===== src/rtl/pe_alu_switch_slice.sv =====
// CGRA processing-element slice: a 4x4 input crossbar feeding a registered
// two-operand ALU, plus a 2:1 output selector. All routing and the opcode
// come from a 13-bit serial configuration chain that can be daisy-chained.
module pe_alu_switch_slice #(
    parameter int size = 32
) (
    input  logic            clk,
    input  logic            reset,
    input  logic            config_en,
    input  logic            config_in,
    output logic            config_out,
    input  logic [size-1:0] in0,
    input  logic [size-1:0] in1,
    input  logic [size-1:0] aux_in,
    output logic [size-1:0] out0,
    output logic [size-1:0] route_out2,
    output logic [size-1:0] route_out3
);

    localparam int sh_w = $clog2(size);

    // Configuration layout: {alu_op[3:0], out_sel, xbar_sel3..xbar_sel0}
    logic [12:0]     cfg_reg;
    logic [size-1:0] alu_q;
    logic [size-1:0] alu_next;
    logic [3:0]      alu_op;
    logic            out_sel;
    logic [size-1:0] xbar_out [4];

    assign alu_op     = cfg_reg[12:9];
    assign out_sel    = cfg_reg[8];
    assign config_out = cfg_reg[0];

    // Serial configuration chain, new bits enter at the MSB end
    always_ff @(posedge clk or negedge reset) begin
        if (!reset) begin
            cfg_reg <= '0;
        end else if (config_en) begin
            cfg_reg <= {config_in, cfg_reg[12:1]};
        end
    end

    // Crossbar: each output picks in0 / in1 / registered ALU result / aux_in.
    // Source 2 is the register, so the ALU feedback loop is broken by a flop.
    generate
        for (genvar gi = 0; gi < 4; gi++) begin : g_xbar
            logic [1:0] sel;
            assign sel = cfg_reg[2*gi+1:2*gi];

            // Per-output 4:1 source select
            always_comb begin
                case (sel)
                    2'd0:    xbar_out[gi] = in0;
                    2'd1:    xbar_out[gi] = in1;
                    2'd2:    xbar_out[gi] = alu_q;
                    default: xbar_out[gi] = aux_in;
                endcase
            end
        end
    endgenerate

    assign route_out2 = xbar_out[2];
    assign route_out3 = xbar_out[3];

    logic [size-1:0]        op_a;
    logic [size-1:0]        op_b;
    logic signed [size-1:0] op_a_s;
    logic signed [size-1:0] op_b_s;
    logic [sh_w-1:0]        sh;

    assign op_a   = xbar_out[0];
    assign op_b   = xbar_out[1];
    assign op_a_s = op_a;
    assign op_b_s = op_b;
    assign sh     = op_b[sh_w-1:0];

    // ALU function; all results truncated to the datapath width
    always_comb begin
        alu_next = '0;
        case (alu_op)
            4'd0:  alu_next = op_a + op_b;
            4'd1:  alu_next = op_a - op_b;
            4'd2:  alu_next = op_a * op_b;
            4'd3:  alu_next = op_a & op_b;
            4'd4:  alu_next = op_a | op_b;
            4'd5:  alu_next = op_a ^ op_b;
            4'd6:  alu_next = op_a << sh;
            4'd7:  alu_next = op_a >> sh;
            4'd8:  alu_next = op_a_s >>> sh;
            4'd9:  alu_next = {{(size-1){1'b0}}, op_a == op_b};
            4'd10: alu_next = {{(size-1){1'b0}}, op_a != op_b};
            4'd11: alu_next = {{(size-1){1'b0}}, op_a_s < op_b_s};
            4'd12: alu_next = {{(size-1){1'b0}}, op_a < op_b};
            4'd13: alu_next = (op_a_s < op_b_s) ? op_a : op_b;
            4'd14: alu_next = (op_a_s < op_b_s) ? op_b : op_a;
            default: alu_next = op_a;
        endcase
    end

    // ALU result register; frozen while the configuration chain is shifting
    always_ff @(posedge clk or negedge reset) begin
        if (!reset) begin
            alu_q <= '0;
        end else if (!config_en) begin
            alu_q <= alu_next;
        end
    end

    // Output selector: registered ALU result or memory result passthrough
    always_comb begin
        out0 = out_sel ? aux_in : alu_q;
    end

endmodule


===== config.mk =====
export PLATFORM = sky130hd
export DESIGN_NAME = pe_alu_switch_slice
export DESIGN_NICKNAME = d
export VERILOG_FILES = /design/src/rtl/pe_alu_switch_slice.sv
export SDC_FILE = /design/constraint.sdc
export NUM_CORES = 2
export LEC_CHECK = 0
export CORE_MARGIN = 2
export CORE_UTILIZATION = 40
export DETAILED_ROUTE_END_ITERATION = 10
export DONT_BUFFER_PORTS = 1
export GPL_TIMING_DRIVEN = 1
export HOLD_SLACK_MARGIN = 0.03
export PLACE_DENSITY = 0.67
export SLEW_MARGIN = 10
export SYNTH_ARGS = -nofsm -noshare
export SYNTH_HDL_FRONTEND = slang
export SYNTH_SLANG_ARGS = --single-unit

===== constraint.sdc =====
create_clock -name clk -period 8.9 [get_ports clk]
set_input_delay 1.78 -clock clk [delete_from_list [all_inputs] [get_ports clk]]
set_output_delay 1.78 -clock clk [all_outputs]
set_load 0.05 [all_outputs]

==> run metrics <==
number of distinct library cell variants in the gate-level netlist after synthesis 104; Clock Sink Count 45; area leader, netlist fa_1; htree depth 2; flip-flop count of the largest register after layout 32; TritonCTS clock tree yes; simple-gate share of the synthesized area 14.7%; port bufs 0; proportion of synthesized flip-flops having asynchronous set or reset 100%; Setup WS pre-CTS -0.904 ns; synthesized area divided by synthesized cell count 8.40 um^2; hold violation total from the final report 0; Antenna Violating Nets Remaining 0; post-route minimum period 9.03 ns; synthesized-area fraction occupied by xor and xnor cells 2.91%; critical path launch point type input port; global route total overflow 0; count of boundary I/O pins 197; critical path data arrival time 9.22 ns; Mapped Area 0.0301 mm^2; combinational family with the most area after synthesis adder cells; clock tree root driver cell clkbuf_16; cell types with the highest counts after synthesis 472 x nor2_1, 471 x inv_1, 410 x fa_1; Clock Skews 0.0137 ns; main flop type after synthesis dfrtp_1; detailed-placement wirelength estimate 129,000 um; Die X 278 um; highest fanout seen on the critical path 5; required time of the worst setup path 9.09 ns; multiplexer fraction of the synthesized cell area 16.1%; per-cell via count in the routed design 6.63; capturing element type of the critical path flop; Worst-Skew Late Latency 0.32 ns; count of state elements after synthesis 45; area share of the leading cell type in the synthesized netlist 27.3%; Final Max Slew Viols 0; synthesized net count 4,315; register area share after synthesis 3.74%; relative slew slack 16.4%; Inserted Clock Buffers 5; average detailed-routed wire length per instance 33.9 um; wire length of the first global-routing pass 229,000 um; number of maximum-capacitance constraint violations 0; starting density of the core 40.4%; routed wire length 161,000 um; result of the run complete, but fails checks; kind of critical path in -> reg; maximum clock path buffer count 2; post-detailed-route DRC marker count 0; global routing usage summed across all routing layers 41.3%; Chip Height 278 um; nets 4,508; via count of the first global-routing pass 30,900; number of antenna violations at the first check in global routing 6; min setup slack post-route -0.134 ns; crit share post-route 102%; fraction of layout instances using a drive strength above 1 21.9%; post-synthesis compound-gate area fraction 16.4%; most used standard cell by instance count after synthesis nor2_1; clock-pin slew on the worst setup and hold paths 0.09 ns; top area cells in the synthesized netlist fa_1 27%, mux4_2 9.4%, ha_1 9.1%; number of standard-cell rows in the floorplan 100; number of optimization iterations in the first detailed-route pass 10; Hold WC Path Type reg -> reg; Setup-failing EPs final 4; violations in the final reports negative setup slack; die footprint 0.0775 mm^2; DR iter-0 viols 4,420; final weighted congestion in routability-driven placement 1.12; adder and majority gate portion of the synthesized area 36.4%; fmax 111 MHz; Core Box Area 0.0744 mm^2; yosys warns 0; Via Count 31,500; actual slew at the worst max-slew pin 1.25 ns; unrepaired setup endpoints after global routing yes; number of flops mapped to enable cells by yosys 0; Cells after Synth 3,585; largest net degree at the start of global routing 69; Area growth, synth to finish 15.9%
==> logic make-up (layout without fill, tap and decap cells) <==
kind of cell / Yosys count / count (layout)
AO/OA/AOI/OAI: 707 / 707
XOR/XNOR: 100 / 100
adder cells (fa/ha/maj): 630 / 630
buffers and inverters: 741 / 935
flip-flops: 45 / 45
multiplexers: 315 / 315
other: 0 / 6
AND/OR/NAND/NOR: 1047 / 1047
==> critical path, stage by stage <==
cell	delay, ns
mux4_2	0.59
clkinv_4	0.12
buf_6	0.12
nor2_4	0.03
fa_1	0.48
inv_1	0.05
fa_1	0.51
fa_2	0.49
fa_1	0.56
inv_1	0.06
fa_1	0.47
inv_1	0.05
fa_1	0.49
inv_2	0.04
fa_1	0.52
fa_1	0.46
ha_4	0.32
and3_4	0.21
o2111ai_4	0.13
a21o_1	0.17
o211ai_1	0.12
buf_4	0.20
buf_4	0.12
xor2_2	0.15
a2111oi_4	0.49
o21ai_2	0.14
o31ai_2	0.25
a221oi_2	0.09
==> timing repair <==
| item | in CTS | in global routing |
|---|---|---|
| endpoints found under the setup margin | 15 | 19 |
| setup buffers | 13 | 26 |
| resized for setup | 52 | 128 |
| pin swaps | 26 | 66 |
| hold buffers | 0 | 0 |
==> final timing paths <==
check,slack (ns),startpoint,end,depth (start not counted)
worst max-delay path,-0.13,aux_in[3],alu_q[21],28
worst min register to register,0.59,alu_q[12],alu_q[12],2
max in group asynchronous,7.59,reset,cfg_reg[4],0
worst max register to register,0.26,cfg_reg[0],alu_q[27],27
min in group asynchronous,1.16,reset,alu_q[0],0
worst min-delay path,0.59,alu_q[12],alu_q[12],2
==> final cells by class <==
type                    count  area, um^2
clock buffers               6         129
flip-flops and latches     45        1130
multi-input cells        2799       26900
clock inverters             2        15.0
well taps                 969        1210
repair buffers            439        3640
fillers                  7367       39600
inverters                 488        1880
diodes                      6        15.0
==> stage by stage <==
| stage | setup TNS, ns | cells | instance area [um^2] | hold WS, ns | utilization (%) |
|---|---|---|---|---|---|
| floorplan | -0.0844 | 3585 | 30300 | 0.510 | - |
| global placement | -7.56 | 4701 | 33600 | 0.557 | 45.1 |
| detailed placement | -8.25 | 4701 | 33600 | 0.580 | 45.1 |
| CTS | -0.00655 | 4722 | 34000 | 0.589 | 45.7 |
| global route | -1.52 | 4748 | 34900 | 0.616 | 46.9 |
| finish | -0.278 | 4754 | 34900 | 0.586 | 46.9 |
==> cell usage in the layout (no fill, tap or decap), types with 37 or more instances in the layout <==
cell type	count
a211oi_1	37
a21oi_1	131
xnor2_1	77
o22ai_1	48
inv_1	451
fa_1	401
nand2_1	358
mux4_2	125
nor2_1	461
nor3_1	41
o211ai_1	38
ha_1	201
dfrtp_1	39
o21ai_0	92
mux2_2	73
mux2i_1	106
buf_4	398
==> routing by layer <==
| metal | vias to the layer above | global-route usage, % | wire length (um) |
|---|---|---|---|
| met5 | - | 0 | 97 |
| met4 | 4 | 27.2 | 14000 |
| met3 | 608 | 13.7 | 22500 |
| met2 | 2532 | 58.6 | 64900 |
| met1 | 15700 | 53.6 | 59700 |
| li1 | 12600 | - | - |
Power is not shown: default switching activity piles up to over one toggle a cycle in this logic, so the estimate is an artifact.
